==> src/rtl/pipe_stage_chain.sv <==
// Ready/valid pipeline register chain with per-stage flush
// and optional bubble collapse behind a stalled tail.
module pipe_stage_chain #(
  parameter int STAGES          = 4,
  parameter int WIDTH           = 32,
  parameter bit BUBBLE_COLLAPSE = 1'b1
) (
  input  logic                         clk,
  input  logic                         reset,
  input  logic                         in_valid,
  output logic                         in_ready,
  input  logic [WIDTH-1:0]             in_data,
  output logic                         out_valid,
  input  logic                         out_ready,
  output logic [WIDTH-1:0]             out_data,
  input  logic [STAGES-1:0]            flush_mask,
  output logic [STAGES-1:0]            stage_valid,
  output logic [$clog2(STAGES+1)-1:0]  occupancy
);

  localparam int OW = $clog2(STAGES + 1);

  logic [STAGES-1:0] valid_q;
  logic [STAGES-1:0] ready;
  logic [WIDTH-1:0]  data_q [STAGES];
  logic [STAGES-1:0] src_v;
  logic [WIDTH-1:0]  src_d  [STAGES];

  // A stage may load when anything at or after it has a hole,
  // or when the whole chain drains through the tail.
  always_comb begin
    logic r;
    r     = out_ready | ~valid_q[STAGES-1];
    ready = '0;
    for (int i = STAGES - 1; i >= 0; i--) begin
      if (BUBBLE_COLLAPSE) r = r | ~valid_q[i];
      ready[i] = r;
    end
  end

  for (genvar i = 0; i < STAGES; i++) begin : g_stage
    logic             v_q;
    logic [WIDTH-1:0] d_q;

    if (i == 0) begin : g_head
      assign src_v[i] = in_valid;
      assign src_d[i] = in_data;
    end else begin : g_body
      assign src_v[i] = valid_q[i-1];
      assign src_d[i] = data_q[i-1];
    end

    always_ff @(posedge clk or posedge reset) begin
      if (reset) begin
        v_q <= 1'b0;
        d_q <= '0;
      end else if (flush_mask[i]) begin
        v_q <= 1'b0;
      end else if (ready[i]) begin
        v_q <= src_v[i];
        d_q <= src_d[i];
      end
    end

    assign valid_q[i] = v_q;
    assign data_q[i]  = d_q;
  end

  always_comb begin
    occupancy = '0;
    for (int i = 0; i < STAGES; i++)
      occupancy = occupancy + OW'(valid_q[i]);
  end

  assign in_ready    = ready[0];
  assign out_valid   = valid_q[STAGES-1];
  assign out_data    = data_q[STAGES-1];
  assign stage_valid = valid_q;

endmodule

==> config.mk <==
export PLATFORM = sky130hd
export DESIGN_NAME = pipe_stage_chain
export DESIGN_NICKNAME = d
export VERILOG_FILES = /design/src/rtl/pipe_stage_chain.sv
export SDC_FILE = /design/constraint.sdc
export NUM_CORES = 1
export LEC_CHECK = 0
export BUFFER_PORTS_ARGS = -buffer_cell sky130_fd_sc_hd__buf_2
export CORE_UTILIZATION = 25
export DETAILED_ROUTE_END_ITERATION = 6
export PLACE_DENSITY = 0.54
export SETUP_SLACK_MARGIN = 0.3
export SLEW_MARGIN = 20
export SYNTH_ARGS = -nofsm -noshare
export SYNTH_HDL_FRONTEND = slang
export SYNTH_SLANG_ARGS = --single-unit
==> constraint.sdc <==
create_clock -name clk -period 10 [get_ports clk]
set_input_delay 0 -clock clk [delete_from_list [all_inputs] [get_ports clk]]
set_output_delay 0 -clock clk [all_outputs]
set_load 0.005 [all_outputs]
* After elaboration in Yosys (flattened, before gate mapping)
Index checks and enable logic that the tools add are counted.
** Operators by class
- $add $sub $neg :: 3
- $mul :: 0
- Divide/modulo/power cells :: 0
- Order comparisons :: 0
- Equality and inequality tests :: 0
- Shift operators :: 0
- Mux-type cells :: 8
- Bitwise logic cells :: 13
- Reductions and logical operators :: 8
** Operator list (count)
- 2-to-1 mux 1 bit :: 8
- NOT 1 bit :: 8
- AND reduction 2 bit :: 4
- nonzero test 2 bit :: 4
- OR 1 bit :: 5
- adder 2 x 1 -> 3 bit :: 1
- adder 3 x 1 -> 3 bit :: 1
- adder 1 x 1 -> 2 bit :: 1
** Storage, ports and cells
- Register bits :: 132
- Latch bits :: 0
- Bits in writable memories :: 0
- Bits in read-only memories :: 0
- Input bits :: 40
- Output and inout bits :: 41
- Logic and storage cells :: 40
- Memories kept :: 0

* Longest topological paths before layout
- Depth in word-level cells :: 8
- Depth in mapped cells :: 5
- Mapped depth without buffers :: 5

* Least setup slack after synthesis
No wires, ideal clock.
- Path type :: register to output
- From :: register g_stage[0].v_q
- To :: output occupancy[1]
- Data arrival time :: 1473 ps
- Data required time :: 10000 ps
- Path slack :: 8527 ps
- Stages on the path, launching flop included :: 6
- Buffers on the path :: 0
- Cell sequence :: dfrtp_1 -> inv_1 -> fa_1 -> inv_1 -> ha_1 -> ha_1
** Between the ends
- Word-level cells in the longest chain between the ends :: 3
** Ends and longest elaborated chain
- from (decl) :: line 42 : logic v_q;
- from (signal assigned) :: line 60 : v_q <= src_v[i];
- adder 1 x 1 -> 2 bit :: line 72 : occupancy = occupancy + OW'(valid_q[i]);
- adder 2 x 1 -> 3 bit :: line 72
- adder 3 x 1 -> 3 bit :: line 72
- to (decl) :: line 18 : output logic [$clog2(STAGES+1)-1:0] occupancy
Every way passes these cells.

* Final worst setup path
- From :: register g_stage[1].v_q
- To :: register g_stage[0].d_q[29]
** Between the ends
- Word-level cells in the longest chain between the ends :: 4
** Ends and longest elaborated chain
- from (decl) :: line 42
- from (signal assigned) :: line 60
- NOT 1 bit :: line 36 : if (BUBBLE_COLLAPSE) r = r | ~valid_q[i];
- OR 1 bit (2 in series) :: line 36
- AND reduction 2 bit (no source line)
- to (signal assigned) :: line 61 : d_q <= src_d[i];
- to (decl) :: line 43 : logic [WIDTH-1:0] d_q;
Every way passes these cells.
A chain may end at the register's enable or synchronous reset.

==> results.md <==
* Slew @ Worst Pin at 721 ps
* Fin crit share at 22.7%
* P_leak at 3.12 nW
* Vias in the first global route at 3196
* Delay-heaviest family, CP: compound AO/OA/AOI/OAI gates
* Post-DRT Antenna Nets at 0
* Final min period at 2270 ps
* Crit path max-delay cell type: a21oi_4
* Final total power at 1.49 mW
* Antenna violations before repair at 0
* Post-Synthesis Cells at 301
* WHS Path Cells at 4
* Buffers and inverters on the worst path at 1
* Worst Skew at 11.0 ps
* Seq cells post-synth at 132
* Fin nets at 471
* Area of the core at 0.0202 mm²
* Die Wd at 146 µm
* Avg Cell Area, Syn at 17.2 µm²
* Initial detailed-routing violation count at 53
* Largest net degree at the start of global routing at 77
* Sequential cell area fraction in the yosys report at 63.9%
* Max transition margin at 51.8%
* Placed cell count at 641
* CTS Buffer Depth at 2
* Post-DP HPWL at 6870 µm
* Final instance area at 0.00687 mm²
* WL per Instance at 14.6 µm
* Register area at 0.00330 mm²
* Flop2flop setup slack at 7730 ps
* YS warnings at 0
* Crit path max fanout at 19
* I/O Pins at 81
* Setup violators final at 0
* Overflow after GRT at 0
* CTS-repair resized insts at 0
* Max IR drop VDD at 0.109 mV
* WP data arrival at 2570 ps
* Startpoint types: flip-flop
* Final hold vios at 0
* CTS H-Tree Depth at 4
* Worst Setup End Kind: flip-flop
* Reg2reg end: g_stage[0].d_q[29]
* Placer Congestion at 0.693
* TritonCTS clock tree: built
* Commonest non-fill, non-tap cell in the layout: dfrtp_1
* CTS root buffer: clkbuf_16
* Synth Cell Area at 0.00517 mm²
* Critical path cell sequence: and4b_4 > a21oi_4 > buf_4 > mux2_2
* Drt drc at 0
* Hold path startpoint: out_ready
* Clk pin slew, worst setup/hold paths at 60 ps
* Fill cells at 1994
* RSZ-0062 raised after global routing: no
* Yosys top cell by area: dfrtp_1
* Area of the multi-input gates at 0.00171 mm²
* Max stage delay on crit path at 600 ps
* PortBufs at 80
* Initial core utilization at 25.6%
* Placed instance area at 0.00589 mm²
* Highest clock rate at 440 MHz
* First-pass GRT wire length at 17400 µm
* Site Rows at 52
* Status: finished, final reports clean
* Synth top area share at 63.9%
* R2r startpoint: g_stage[1].v_q
* Worst Reg-to-Reg Cells at 4
* Final cell count without fillers at 710
* Power per cell area at 217 mW/mm²
* Critical Path RT at 10300 ps
* Initial DRT Pass Iterations at 3
* Net Count, Synth at 344
* DR vias/cell at 3.99
* Die Y at 146 µm
* Worst hold endpoint: g_stage[2].v_q
* Setup TNS at 0 ps
* Post-synthesis cell type count at 18
* Vias at 2834
* Fin. max-slew vios at 0
* Crit Path Category: reg2reg
* Clock sinks at 132
* HP Class: in2reg
* Max-cap viol count at 0
* Die area at 0.0213 mm²
* Most frequent cells in the layout: dfrtp_1, mux2_2, buf_2
* Layout area overhead at 32.8%
* Ranking of synthesized cells by area: dfrtp_1, mux2_2, mux2_4
* Total GRT Usage at 10.9%
* N_diodes at 0
* Share of post-route cells with drive strength above 1 at 55.5%
* Final WL at 10400 µm
* CTS buffer count at 17
* Worst skew pair latency at 410 ps
## how the worst max path moves through the flow
stage                               from                  to  depth (start not counted)
final                     g_stage[1].v_q  g_stage[0].d_q[29]                          4
after global routing      g_stage[1].v_q  g_stage[0].d_q[29]                          4
after CTS                      out_valid  g_stage[0].d_q[29]                          4
after detailed placement       out_valid  g_stage[0].d_q[29]                          4
after global placement    g_stage[1].v_q  g_stage[0].d_q[29]                          4
after floorplan                    reset   g_stage[0].d_q[0]                          1
## kinds of logic after synthesis
family	count (synthesis)	synth area share, %
DFF	132	63.9
muxes	128	30.0
buffers and inverters	22	3.19
and+or+nand+nor	14	1.62
adders and majority gates	3	0.871
AOI/OAI and AO/OA	2	0.411
## power by group
| group | switching, mW | internal [mW] |
|---|---|---|
| Sequential | 0.0426 | 0.626 |
| Clock | 0.234 | 0.397 |
| Combinational | 0.0701 | 0.122 |
| Total | 0.347 | 1.14 |
## flip-flops by register name (all words and copies together), names as in the netlist
| register | cells |
|---|---|
| g_stage.d_q | 96 |
| g_stage.v_q | 3 |
| out_data | 32 |
| out_valid | 1 |
## per-stage QoR
| stage | util (%) | hold slack, ps | setup slack, ps |
|---|---|---|---|
| finish | 34.0 | 68.8 | 7730 |
| global route | 34.0 | 65.8 | 7620 |
| CTS | 34.0 | 43.5 | 7690 |
| detailed placement | 29.1 | 183 | 7690 |
| global placement | 28.7 | 165 | 7770 |
| floorplan | - | 66.4 | 6470 |
## worst reg2reg max path, stage by stage, from the launching register on
cell	delay (ps)
dfrtp_1	410
and4b_4	260
a21oi_4	600
buf_4	500
mux2_2	390
## per-layer routing
layer  up-vias  track usage (%)  wire (µm)
met2        52             16.9       4900
met1      1461             14.0       4960
met4         0             4.26        125
met5         -                0          0
li1       1312                -          -
met3         9             3.42        375
## Yosys cell counts
library cell and count:
nand2_1 1, nor2_2 2, nor2_1 7, ha_1 2, a21oi_1 1, mux2_2 91
nor2_4 1, a21oi_4 1, and3b_1 1, inv_1 6, mux2_1 7, fa_1 1
mux2_4 30, buf_6 6, dfrtp_1 132, buf_4 10, and4b_4 1, and2b_1 1
## area by class of cell
| cell class | instances | share of cell area (%) |
|---|---|---|
| multi-input combinational | 147 | 24.9 |
| inverter | 6 | 0.401 |
| sequential | 132 | 48.1 |
| clock buffer | 18 | 6.39 |
| timing repair buffer | 124 | 13.0 |
| clock inverter | 13 | 2.31 |
| tap | 270 | 4.92 |
## repair_timing
| item | 4_1_cts | 5_1_grt |
|---|---|---|
| setup buffers | 0 | 0 |
| setup endpoints to repair | 0 | 0 |
| hold endpoints to repair | 111 | 0 |
| hold buffers | 38 | 0 |
(Power assumes the default switching activity.)
